<file path="src/rtl/dnn_core_sequencer_pkg.sv">
// Shared types and constants for the dnn core sequencer slice.
package dnn_seq_pkg;

  localparam int unsigned DEF_F_SIZE = 1024;
  localparam int unsigned BIAS_ADDR  = DEF_F_SIZE - 1;
  localparam int unsigned PIPE_DRAIN = 2;

  typedef enum logic [2:0] {
    IDLE,
    INIT,
    EXEC,
    BIAS,
    DRAIN,
    UPDATE
  } state_t;

endpackage

</file>
<file path="src/rtl/dnn_core_sequencer_result_slot.sv">
// One-entry valid/ready result register; a capture on the same edge as a pop wins.
module dnn_result_slot #(
  parameter int unsigned DW = 32,
  parameter int unsigned IW = 10
) (
  input  logic          clk,
  input  logic          rst_n,
  input  logic          cap_i,
  input  logic [DW-1:0] cap_data_i,
  input  logic [IW-1:0] cap_idx_i,
  input  logic          ready_i,
  output logic          valid_o,
  output logic [DW-1:0] data_o,
  output logic [IW-1:0] idx_o
);

  logic          valid_q, valid_d;
  logic [DW-1:0] data_q,  data_d;
  logic [IW-1:0] idx_q,   idx_d;

  always_comb begin
    valid_d = valid_q;
    data_d  = data_q;
    idx_d   = idx_q;
    if (cap_i) begin
      valid_d = 1'b1;
      data_d  = cap_data_i;
      idx_d   = cap_idx_i;
    end else if (valid_q && ready_i) begin
      valid_d = 1'b0;
    end
  end

  always_ff @(posedge clk or negedge rst_n) begin
    if (!rst_n) begin
      valid_q <= 1'b0;
      data_q  <= '0;
      idx_q   <= '0;
    end else begin
      valid_q <= valid_d;
      data_q  <= data_d;
      idx_q   <= idx_d;
    end
  end

  assign valid_o = valid_q;
  assign data_o  = data_q;
  assign idx_o   = idx_q;

endmodule

</file>
<file path="src/rtl/dnn_core_sequencer.sv">
// Job sequencer for one tiny_dnn_core lane: issues init/exec/bias/update,
// drains the core read pipeline and parks each fp32 result in a one-entry slot.
module dnn_core_sequencer
  import dnn_seq_pkg::*;
#(
  parameter int unsigned F_SIZE     = dnn_seq_pkg::DEF_F_SIZE,
  parameter int unsigned AW         = $clog2(F_SIZE),
  parameter int unsigned PIPE_DRAIN = dnn_seq_pkg::PIPE_DRAIN
) (
  input  logic          clk,
  input  logic          rst_n,
  input  logic          start,
  input  logic [AW-1:0] f_num,
  input  logic [AW-1:0] out_num,
  input  logic          use_bias,
  output logic          busy,
  output logic          done,
  output logic          init,
  output logic          exec,
  output logic          bias,
  output logic          update,
  output logic [AW-1:0] ra,
  output logic [AW-1:0] out_idx,
  output logic          norm_en,
  input  logic [31:0]   nrm,
  output logic          res_valid,
  input  logic          res_ready,
  output logic [31:0]   res_data,
  output logic [AW-1:0] res_idx
);

  localparam int unsigned   DW      = (PIPE_DRAIN > 1) ? $clog2(PIPE_DRAIN) : 1;
  localparam logic [AW-1:0] BIAS_RA = AW'(F_SIZE - 1);

  state_t        state_q;
  logic          busy_q, done_q;
  logic          init_q, exec_q, bias_q, update_q, norm_en_q;
  logic [AW-1:0] ra_q, out_idx_q;
  logic [AW-1:0] f_q, left_q;
  logic          bias_en_q;
  logic [DW-1:0] dcnt_q;
  logic          cap_q, last_q;
  logic [AW-1:0] cap_idx_q;

  logic          more_feat_d, drain_last_d, slot_free_d;

  // ra_q doubles as the feature counter while in EXEC; compared one bit wider so
  // f_num = F_SIZE-1 stops at F_SIZE-2 without wrapping.
  always_comb begin
    more_feat_d  = ({1'b0, ra_q} + (AW+1)'(1)) < {1'b0, f_q};
    drain_last_d = (dcnt_q == DW'(PIPE_DRAIN - 1));
    slot_free_d  = !res_valid || res_ready;
  end

  always_ff @(posedge clk or negedge rst_n) begin
    if (!rst_n) begin
      state_q   <= IDLE;
      busy_q    <= 1'b0;
      done_q    <= 1'b0;
      init_q    <= 1'b0;
      exec_q    <= 1'b0;
      bias_q    <= 1'b0;
      update_q  <= 1'b0;
      norm_en_q <= 1'b0;
      ra_q      <= '0;
      out_idx_q <= '0;
      f_q       <= '0;
      left_q    <= '0;
      bias_en_q <= 1'b0;
      dcnt_q    <= '0;
      cap_q     <= 1'b0;
      last_q    <= 1'b0;
      cap_idx_q <= '0;
    end else begin
      init_q    <= 1'b0;
      exec_q    <= 1'b0;
      bias_q    <= 1'b0;
      update_q  <= 1'b0;
      norm_en_q <= 1'b0;
      done_q    <= 1'b0;
      cap_q     <= 1'b0;
      ra_q      <= '0;

      // The final capture edge is where the job really ends: done and !busy line
      // up with res_valid rising for the last output.
      if (cap_q && last_q) begin
        busy_q <= 1'b0;
        done_q <= 1'b1;
        last_q <= 1'b0;
      end

      unique case (state_q)
        IDLE: begin
          if (start && !busy_q) begin
            if (out_num == '0) begin
              done_q <= 1'b1;
            end else begin
              f_q       <= f_num;
              bias_en_q <= use_bias;
              left_q    <= out_num - AW'(1);
              out_idx_q <= '0;
              busy_q    <= 1'b1;
              init_q    <= 1'b1;
              state_q   <= INIT;
            end
          end
        end

        INIT: begin
          dcnt_q <= '0;
          if (f_q != '0) begin
            exec_q  <= 1'b1;
            state_q <= EXEC;
          end else if (bias_en_q) begin
            bias_q  <= 1'b1;
            ra_q    <= BIAS_RA;
            state_q <= BIAS;
          end else begin
            state_q <= DRAIN;
          end
        end

        EXEC: begin
          if (more_feat_d) begin
            exec_q <= 1'b1;
            ra_q   <= ra_q + AW'(1);
          end else if (bias_en_q) begin
            bias_q  <= 1'b1;
            ra_q    <= BIAS_RA;
            state_q <= BIAS;
          end else begin
            state_q <= DRAIN;
          end
        end

        BIAS: state_q <= DRAIN;

        // Stalling here is safe: with no exec issued the core accumulator holds.
        DRAIN: begin
          if (drain_last_d) begin
            if (slot_free_d) begin
              update_q  <= 1'b1;
              norm_en_q <= 1'b1;
              state_q   <= UPDATE;
            end
          end else begin
            dcnt_q <= dcnt_q + DW'(1);
          end
        end

        UPDATE: begin
          cap_q     <= 1'b1;
          cap_idx_q <= out_idx_q;
          if (left_q != '0) begin
            left_q    <= left_q - AW'(1);
            out_idx_q <= out_idx_q + AW'(1);
            init_q    <= 1'b1;
            state_q   <= INIT;
          end else begin
            last_q  <= 1'b1;
            state_q <= IDLE;
          end
        end

        default: state_q <= IDLE;
      endcase
    end
  end

  dnn_result_slot #(
    .DW (32),
    .IW (AW)
  ) u_slot (
    .clk        (clk),
    .rst_n      (rst_n),
    .cap_i      (cap_q),
    .cap_data_i (nrm),
    .cap_idx_i  (cap_idx_q),
    .ready_i    (res_ready),
    .valid_o    (res_valid),
    .data_o     (res_data),
    .idx_o      (res_idx)
  );

  assign busy    = busy_q;
  assign done    = done_q;
  assign init    = init_q;
  assign exec    = exec_q;
  assign bias    = bias_q;
  assign update  = update_q;
  assign ra      = ra_q;
  assign out_idx = out_idx_q;
  assign norm_en = norm_en_q;

endmodule

</file>
<file path="config.mk">
export PLATFORM = sky130hd
export DESIGN_NAME = dnn_core_sequencer
export DESIGN_NICKNAME = d
export VERILOG_FILES = /design/src/rtl/dnn_core_sequencer_pkg.sv /design/src/rtl/dnn_core_sequencer_result_slot.sv /design/src/rtl/dnn_core_sequencer.sv
export SDC_FILE = /design/constraint.sdc
export NUM_CORES = 1
export LEC_CHECK = 0
export CAP_MARGIN = 15
export CORE_MARGIN = 2
export CORE_UTILIZATION = 38
export CTS_CLUSTER_DIAMETER = 50
export DETAILED_ROUTE_END_ITERATION = 16
export GPL_ROUTABILITY_DRIVEN = 0
export PLACE_DENSITY = 0.63
export SYNTH_ARGS = -nofsm -noshare
export SYNTH_HDL_FRONTEND = slang
export SYNTH_SLANG_ARGS = --single-unit
</file>
<file path="constraint.sdc">
create_clock -name clk -period 3.3 [get_ports clk]
set_input_delay 0.495 -clock clk [delete_from_list [all_inputs] [get_ports clk]]
set_output_delay 0.495 -clock clk [all_outputs]
set_load 0.05 [all_outputs]
</file>
==> impl_metrics.py, run 1 <==
metrics = {
    "clock_network": {
        "clk_latency_ns": 0.35,
        "ctsHoldBuffers": 0,
        "numCtsBuffers": 9,
        "cts_setup_buffers": 0,
        "cts.htree.levels": 3,
        "cts_resized": 0,
        "clock_sinks": 106,
        "clockBufferDepth": 2,
        "cts_tree": "done",
        "cts_root_buf": "clkbuf_16",
        "clk_pin_slew_worst_paths_ns": 0.07,
    },
    "yosys": {
        "synth_ff_type": "dfrtp_1",
        "ys_warn_count": 0,
        "netlist_instances": 472,
        "synth_area_um2": 5030,
        "synth_top_cells_by_count": "dfrtp_1 (106), nand2_1 (77), mux2_2 (42), nor2_1 (34), o21ai_0 (31)",
        "postSynth.asyncResetShare": 1.00,
        "ys_seq_elements": 106,
        "synth_most_common_cell": "dfrtp_1",
        "syn_nets": 541,
        "synth_area_leaders": "dfrtp_1 (53%), mux2_2 (9.4%), nand2_1 (5.7%)",
        "yosysTopAreaCellShare": 0.527,
        "synth_cell_types": 60,
        "synth_area_leader_cell": "dfrtp_1",
        "ys_seq_area_frac": 0.527,
        "synth-edff-count": 0,
        "synth.avg_cell_area_um2": 10.7,
    },
    "power_and_ir_drop": {
        "power_leakage_nw": 3.06,
        "peakVddDrop_mv": 0.244,
        "cellPowerDensity_nw_per_um2": 384,
        "power_w": 0.00258,
    },
    "timing": {
        "finClkSkew_ns": 0.00606,
        "max_freq_mhz": 355,
        "tightest_slew_ns": 0.992,
        "hold_viol": 0,
        "slew_headroom": 0.339,
        "setup_viol": 0,
        "rsz0062_at_grt": "false",
        "finalCritPeriodShare": 0.853,
        "period_needed_ns": 2.82,
        "slew_violations": 0,
        "setup_tns_ns": 0,
    },
    "detailed_routing": {
        "wirelength_um": 11600,
        "vias_per_cell": 5.10,
        "drtAntennaViolNets": 0,
        "drc": 0,
        "post_drt_wl_per_cell_um": 15.0,
        "dr.pass1.iters": 5,
        "drt_iter0_drc": 349,
        "vias": 3925,
    },
    "placement": {
        "dp_cells": 754,
        "place_hpwl_um": 8420,
        "port_buffers": 126,
    },
    "global_route": {
        "grt-ovfl-total": 0,
        "grt_use_total": 0.166,
        "antenna_found_initial": 0,
        "grt_pass1_vias": 3924,
        "grt_max_degree": 56,
        "grt_first_pass_wirelength_um": 19100,
    },
    "status": {
        "outcome": "complete, no violations",
    },
    "critical_path": {
        "cp-end-kind": "flip-flop",
        "worstPathArrival_ns": 3.08,
        "crit_path_max_fanout": 16,
        "critical_path_class": "flip-flop to flip-flop",
        "regToRegSetupSlack_ns": 0.48,
        "start_kind": "flip-flop",
        "worstPathRequired_ns": 3.56,
    },
    "final_layout": {
        "fillers": 1162,
        "instances_no_fill": 770,
        "drive_above_1_share": 0.130,
        "nets": 658,
        "syn2layout_area_growth_pct": 33.8,
        "final_util": 0.515,
        "antenna_cells": 0,
    },
    "die": {
        "fp-row-count": 42,
        "fp.dieArea_um2": 14200,
        "die_w_um": 119,
        "ioPinCount": 127,
        "dieHeight_um": 119,
        "start_util": 0.385,
        "core_um2": 13100,
    },
    "job": {
        "cap_viol_max_count": 0,
    },
    "worst_hold_path": {
        "hold_path_class": "primary input to async pin",
    },
}
## critical path: stages (launching register included)
cell	delay, ns
dfrtp_1	0.47
ha_1	0.29
nand2_1	0.11
xnor2_1	0.22
ha_1	0.31
a21oi_1	0.16
and3_1	0.17
o21ai_0	0.08
a41o_2	0.38
or3b_1	0.39
a21oi_1	0.15
## placed cells by master, fill, tap and decap left out, types with 12 or more instances in the layout
cell / count
nand3_1: 16
a21oi_1: 14
mux2_2: 42
nor2_1: 34
o21ai_0: 31
ha_1: 12
inv_1: 15
nand2_1: 77
clkdlybuf4s50_1: 125
dfrtp_1: 105
## kinds of logic after synthesis
family                   Yosys count  synth area share
flip-flops                       106             0.527
buffers and inverters             39            0.0410
AO/OA/AOI/OAI                     78             0.103
XOR/XNOR                          15            0.0261
AND/OR/NAND/NOR                  175             0.169
adder cells (fa/ha/maj)           12            0.0298
multiplexers                      47             0.104
## flip-flops by register name, indices dropped and copies added (netlist names), 3 cells and up
signal         count
ra                10
u_slot.idx_o      10
out_idx           10
cap_idx_q         10
u_slot.data_o     32
left_q            10
f_q               10
state_q            3
## layout make-up
| type | instances | area (um^2) | area share |
|---|---|---|---|
| Tap cell | 176 | 220 | 0.0327 |
| Multi-Input combinational cell | 327 | 2180 | 0.323 |
| Sequential cell | 106 | 2650 | 0.394 |
| Timing Repair Buffer | 129 | 1290 | 0.192 |
| Clock buffer | 11 | 243 | 0.0360 |
| Clock inverter | 5 | 85.1 | 0.0126 |
| Inverter | 16 | 62.6 | 0.00929 |
## report_power, final
group / total [W] / internal [W] / switching, W / leakage, nW
Clock: 0.00117 / 0.000692 / 0.000482 / 0.157
Sequential: 0.00130 / 0.00130 / 0 / 1.37
Combinational: 0.000113 / 0.0000657 / 0.0000475 / 1.54
Total: 0.00258 / 0.00206 / 0.000529 / 3.06
## routing by layer
metal	vias up	global-route usage	routed length, um
met5	-	0	0
met4	0	0.0647	191
met3	18	0.0398	631
met2	133	0.266	5430
met1	1882	0.219	5320
li1	1892	-	-
## final timing paths
check | from | end | cells past startpoint
min | rst_n | u_slot.data_o[23] | 1
min reg2reg | cap_idx_q[5] | cap_idx_q[5] | 2
max reg2reg | ra[0] | exec | 10
max in group asynchronous | rst_n | u_slot.data_o[21] | 2
max | ra[0] | exec | 10
min in group clk | cap_idx_q[5] | cap_idx_q[5] | 2
## through the flow
| stage | hold slack (ns) | setup WS, ns | instance area (um^2) |
|---|---|---|---|
| 6_report | 0.170 | 0.485 | 6730 |
| 2_1_floorplan | 0.199 | 0.554 | 5030 |
| 3_3_place_gp | 0.454 | 0.666 | 6410 |
| 3_5_place_dp | 0.457 | 0.533 | 6410 |
| 4_1_cts | 0.201 | 0.494 | 6730 |
| 5_1_grt | 0.224 | 0.326 | 6730 |
Note: power is estimated with default switching activity, not from simulation.
==> run 2: changes to the inputs <==
--- a/config.mk
+++ b/config.mk
@@ -14,4 +14,5 @@
 export PLACE_DENSITY = 0.63
 export SYNTH_ARGS = -nofsm -noshare
 export SYNTH_HDL_FRONTEND = slang
+export SYNTH_HIERARCHICAL = 1
 export SYNTH_SLANG_ARGS = --single-unit
==> run 2 against run 1 <==
Clock skew fell by 0.00098 ns. Largest power group unchanged. Synthesized cell count unchanged. Critical path depth grew 2. Wire length about the same. Cell count rose by 0.91%. Register-to-register slack lost 0.14 ns. Power shrank 0.99%. Worst hold slack better by 0.083 ns. Setup slack worse by 0.14 ns. Die area rose by 2.4%. First-iteration DRC count shrank 49%.
==> impl_metrics.py, run 2 <==
metrics = {
    "clock_network": {
        "clockBufferDepth": 2,
        "ctsHoldBuffers": 0,
        "cts_tree": "done",
        "clk_latency_ns": 0.35,
        "numCtsBuffers": 9,
        "cts.htree.levels": 3,
        "clk_pin_slew_worst_paths_ns": 0.07,
        "cts_resized": 0,
        "cts_setup_buffers": 0,
        "cts_root_buf": "clkbuf_16",
        "clock_sinks": 106,
    },
    "timing": {
        "worst_hold_slack_ns": 0.253,
        "rsz0062_at_grt": "false",
        "period_needed_ns": 2.95,
        "finalCritPeriodShare": 0.895,
        "tightest_slew_ns": 0.854,
        "setup_tns_ns": 0,
        "slew_headroom": 0.428,
        "finClkSkew_ns": 0.00508,
        "hold_viol": 0,
        "max_freq_mhz": 339,
        "setup_viol": 0,
        "slew_violations": 0,
    },
    "yosys": {
        "synth_top_cells_by_count": "dfrtp_1 (106), nand2_1 (73), mux2_4 (39), o21ai_0 (28)",
        "synth_most_common_cell": "dfrtp_1",
        "synth-simple-area-share": 0.166,
        "synth_top_family_by_area": "simple AND/OR/NAND/NOR gates",
        "ys_seq_elements": 106,
        "synth_area_leader_cell": "dfrtp_1",
        "ys_warn_count": 6,
        "synth_mux_area_frac": 0.136,
        "synth-edff-count": 0,
        "synth.avg_cell_area_um2": 10.9,
        "synth_ff_type": "dfrtp_1",
        "synth_cell_types": 46,
        "synthXorXnorAreaFrac": 0.0221,
        "syn_nets": 541,
        "synth_area_um2": 5160,
        "synth-compound-area-share": 0.0871,
        "synthAdderAreaFrac": 0.0291,
        "postSynth.asyncResetShare": 1.00,
        "yosysTopAreaCellShare": 0.514,
        "netlist_instances": 472,
        "synth_area_leaders": "dfrtp_1 (51%), mux2_4 (11%), nand2_1 (5.3%)",
        "ys_seq_area_frac": 0.514,
    },
    "global_route": {
        "grt_max_degree": 71,
        "grt_first_pass_wirelength_um": 19100,
        "grt-ovfl-total": 0,
        "grt_pass1_vias": 3774,
        "grt_use_total": 0.167,
        "antenna_found_initial": 0,
    },
    "final_layout": {
        "final_cell_mix": "clkdlybuf4s50_1 (125), dfrtp_1 (105), nand2_1 (73)",
        "fillers": 1248,
        "drive_above_1_share": 0.121,
        "largest_reg_flops": 32,
        "layout_commonest_cell": "clkdlybuf4s50_1",
        "nets": 665,
        "regArea_um2": 2650,
        "multi_input_area_um2": 2270,
        "antenna_cells": 0,
        "syn2layout_area_growth_pct": 32.7,
    },
    "power_and_ir_drop": {
        "power_leakage_nw": 3.06,
        "switchingPower_w": 0.000578,
        "pwr-share-comb": 0.050,
        "seq_power_share": 0.513,
        "peakVddDrop_mv": 0.249,
        "pwr-share-clk": 0.437,
        "cellPowerDensity_nw_per_um2": 374,
        "internal-power_w": 0.00198,
        "switching_share": 0.226,
    },
    "detailed_routing": {
        "post_drt_wl_per_cell_um": 14.9,
        "met1Wirelength_um": 5460,
        "wirelength_um": 11600,
        "vias_per_cell": 5.00,
        "wl_met3_um": 587,
        "dr.pass1.iters": 5,
        "vias": 3885,
        "route.met2.wl_um": 5470,
        "drtAntennaViolNets": 0,
        "drc": 0,
        "drt_iter0_drc": 177,
        "dr.max_layer_used": "met4",
    },
    "critical_path": {
        "cp-end-kind": "flip-flop",
        "startpoint": "ra[0]",
        "r2r_start": "ra[0]",
        "critPathSlowestCell": "dfrtp_1",
        "r2r_cells": 12,
        "path_cells": "ha_1, nand2_1, nor2_1, nand3_1, xnor2_1, ha_1, a21oi_1, nor2b_1, a311oi_1, o211ai_1, nand2b_1, nand3_1",
        "start_kind": "flip-flop",
        "critical_path_class": "flip-flop to flip-flop",
        "crit_path_max_fanout": 13,
        "cp_num_cells": 12,
        "worstPathRequired_ns": 3.57,
        "cpLargestDelayFamily": "simple AND/OR/NAND/NOR gates",
        "worstPathArrival_ns": 3.22,
        "max_stage_delay_ns": 0.43,
        "cp_num_buf_inv": 0,
    },
    "die": {
        "fp.dieArea_um2": 14500,
        "ioPinCount": 127,
        "fp-row-count": 42,
        "die_w_um": 120,
        "core_um2": 13200,
        "dieHeight_um": 120,
        "start_util": 0.389,
    },
    "worst_hold_path": {
        "hold_path_class": "primary input to async pin",
    },
    "job": {
        "cap_viol_max_count": 0,
    },
    "placement": {
        "place_hpwl_um": 8350,
        "port_buffers": 126,
    },
    "status": {
        "outcome": "complete, no violations",
    },
}
-- run 2: changes by cell type in the layout (fill, tap and decap cells not counted), sizes merged, moves of 4 or more --
cell,delta
a21oi,+7
buf,+6
nand2,-4
nand2b,+9
nand3,+5
nor2,-13
o21ai,-4
or3,+5
xnor2,-4
-- run 2: power groups by stage --
stage,sequential [W],combinational (W),clock (W)
floorplan,0.00134,0.0000246,0
global placement,0.00134,0.000127,0
detailed placement,0.00134,0.000130,0
CTS,0.00131,0.000131,0.00116
global route,0.00131,0.000141,0.00121
finish,0.00131,0.000128,0.00112
-- run 2: through the flow --
stage	std cells	total power (W)	setup WS, ns	instance area, um^2	utilization
floorplan	472	0.00136	0.409	5160	-
global placement	761	0.00147	0.346	6530	0.493
detailed placement	761	0.00147	0.293	6530	0.493
CTS	777	0.00260	0.324	6840	0.517
global route	777	0.00266	0.0715	6840	0.517
finish	777	0.00256	0.346	6840	0.517
-- run 2: final timing paths --
kind | slack [ns] | end
max reg2reg | 0.35 | ra[7]
min reg2reg | 0.48 | cap_idx_q[2]
min | 0.25 | u_slot/idx_o[3]
max in group asynchronous | 2.20 | u_slot/data_o[29]
min in group clk | 0.48 | cap_idx_q[2]
max | 0.35 | ra[7]
-- run 2: area by class of cell --
cell class	count	area share
Sequential cell	106	0.388
Clock inverter	7	0.0123
Tap cell	176	0.0322
Clock buffer	9	0.0329
Multi-Input combinational cell	327	0.332
Timing Repair Buffer	135	0.194
Inverter	17	0.00933
-- run 2: layer usage --
layer / global-route usage / vias to the layer above
met3: 0.0481 / 4
met1: 0.228 / 1874
met4: 0.0407 / 0
met5: 0 / -
li1: - / 1897
met2: 0.264 / 110
-- run 2: cell families (layout without fill, tap and decap cells) --
family | after synthesis | in the layout
adder cells (fa/ha/maj) | 12 | 12
multiplexers | 50 | 50
flip-flops | 106 | 106
XOR/XNOR | 13 | 13
AND/OR/NAND/NOR | 177 | 177
buffers and inverters | 39 | 168
AO/OA/AOI/OAI | 75 | 75
==> run 3: changes to the inputs <==
--- a/config.mk
+++ b/config.mk
@@ -11,6 +11,7 @@
 export CTS_CLUSTER_DIAMETER = 50
 export DETAILED_ROUTE_END_ITERATION = 16
 export GPL_ROUTABILITY_DRIVEN = 0
+export MAX_ROUTING_LAYER = met4
 export PLACE_DENSITY = 0.63
 export SYNTH_ARGS = -nofsm -noshare
 export SYNTH_HDL_FRONTEND = slang
==> run 3 against run 2 <==
Largest power group unchanged. Sequential cell count did not move. Core utilization did not move. Via count rose by 0.36%.
==> impl_metrics.py, run 3 (synthesis results as in run 2) <==
metrics = {
    "clock_network": {
        "ctsHoldBuffers": 0,
        "clock_sinks": 106,
        "clk_pin_slew_worst_paths_ns": 0.08,
        "cts_resized": 0,
        "cts_root_buf": "clkbuf_16",
        "cts_setup_buffers": 0,
        "clk_latency_ns": 0.35,
        "cts_tree": "done",
        "clockBufferDepth": 2,
        "numCtsBuffers": 9,
        "cts.htree.levels": 3,
    },
    "status": {
        "outcome": "complete, no violations",
    },
    "placement": {
        "place_area_um2": 6530,
        "port_buffers": 126,
        "place_hpwl_um": 8350,
        "preCtsSetupSlack_ns": 0.293,
        "dp_cells": 761,
    },
    "timing": {
        "hold_viol": 0,
        "max_freq_mhz": 338,
        "slew_headroom": 0.416,
        "rsz0062_at_grt": "false",
        "finalCritPeriodShare": 0.895,
        "period_needed_ns": 2.95,
        "setup_viol": 0,
        "tightest_slew_ns": 0.876,
        "setup_tns_ns": 0,
        "finClkSkew_ns": 0.00464,
        "setup_slack_ns": 0.346,
        "slew_violations": 0,
    },
    "critical_path": {
        "crit_path_max_fanout": 13,
        "critical_path_class": "flip-flop to flip-flop",
        "r2r-end": "ra[7]",
        "worstPathRequired_ns": 3.57,
        "path_cells": "ha_1, nand2_1, nor2_1, nand3_1, xnor2_1, ha_1, a21oi_1, nor2b_1, a311oi_1, o211ai_1, nand2b_1, nand3_1",
        "worstPathArrival_ns": 3.22,
        "r2r_start": "ra[0]",
        "max_stage_delay_ns": 0.43,
        "r2r_cells": 12,
        "cp_num_buf_inv": 0,
        "critPathSlowestCell": "dfrtp_1",
        "start_kind": "flip-flop",
        "regToRegSetupSlack_ns": 0.35,
        "cp-end-kind": "flip-flop",
        "cpLargestDelayFamily": "simple AND/OR/NAND/NOR gates",
    },
    "final_layout": {
        "antenna_cells": 0,
        "instances_no_fill": 777,
        "design_area_um2": 6840,
        "layout_commonest_cell": "clkdlybuf4s50_1",
        "fillers": 1248,
        "syn2layout_area_growth_pct": 32.7,
        "largest_reg_flops": 32,
        "final_cell_mix": "clkdlybuf4s50_1 (125), dfrtp_1 (105), nand2_1 (73)",
        "drive_above_1_share": 0.121,
        "nets": 665,
    },
    "die": {
        "core_um2": 13200,
        "ioPinCount": 127,
        "start_util": 0.389,
        "dieHeight_um": 120,
        "die_w_um": 120,
        "fp-row-count": 42,
        "fp.dieArea_um2": 14500,
    },
    "power_and_ir_drop": {
        "cellPowerDensity_nw_per_um2": 374,
        "peakVddDrop_mv": 0.249,
        "power_w": 0.00256,
        "power_leakage_nw": 3.06,
    },
    "global_route": {
        "grt-ovfl-total": 0,
        "antenna_found_initial": 0,
        "grt_use_met1": 0.227,
        "grt-busiest-layer": "met2",
        "grt_first_pass_wirelength_um": 19000,
        "use_met2": 0.265,
        "grt_pass1_vias": 3782,
        "grt_use_total": 0.172,
        "grt_max_degree": 71,
        "use_met3": 0.0476,
    },
    "detailed_routing": {
        "drc": 0,
        "post_drt_wl_per_cell_um": 15.0,
        "vias_per_cell": 5.02,
        "dr.pass1.iters": 4,
        "wirelength_um": 11600,
        "drtAntennaViolNets": 0,
        "vias": 3899,
        "drt_iter0_drc": 175,
    },
    "worst_hold_path": {
        "hold_path_class": "primary input to async pin",
    },
    "job": {
        "cap_viol_max_count": 0,
    },
}
==> run 3: worst max path at each step <==
stage,endpoint,slack (ns),start,depth (start not counted)
global route,ra[1],0.06,ra[0],12
floorplan,ra[0],0.41,ra[0],12
global placement,left_q[3],0.35,out_num[5],8
CTS,state_q[0],0.32,ra[0],11
finish,ra[7],0.35,ra[0],12
detailed placement,left_q[3],0.29,out_num[5],8
==> run 3: worst register-to-register path, delay by kind of cell (launching register included) <==
| family | cells | cell delay [ns] |
|---|---|---|
| fa+ha+maj | 2 | 0.53 |
| simple gates | 6 | 0.85 |
| flops | 1 | 0.43 |
| xor+xnor | 1 | 0.23 |
| compound gates | 3 | 0.85 |
==> run 3: power by group <==
| group | internal (W) | switching (W) |
|---|---|---|
| logic | 0.0000737 | 0.0000543 |
| clock network | 0.000604 | 0.000515 |
| registers | 0.00130 | 0.00000888 |
==> run 3: metal layers <==
| layer | wire length (um) | share of wire |
|---|---|---|
| met1 | 5550 | 0.48 |
| met2 | 5450 | 0.47 |
| met3 | 536 | 0.046 |
| met4 | 80 | 0.0069 |
| met5 | 0 | 0 |
==> run 3: metrics by stage <==
step	hold slack [ns]	utilization
floorplan	0.199	-
global placement	0.458	0.493
detailed placement	0.467	0.493
CTS	0.288	0.517
global route	0.327	0.517
finish	0.245	0.517
==> run 3: layout make-up <==
type	count	area [um^2]	area share
timing repair buffer	135	1330	0.194
multi-input combinational	327	2270	0.332
clock inverter	7	83.8	0.0123
inverter	17	63.8	0.00933
clock buffer	9	225	0.0329
tap	176	220	0.0322
sequential	106	2650	0.388
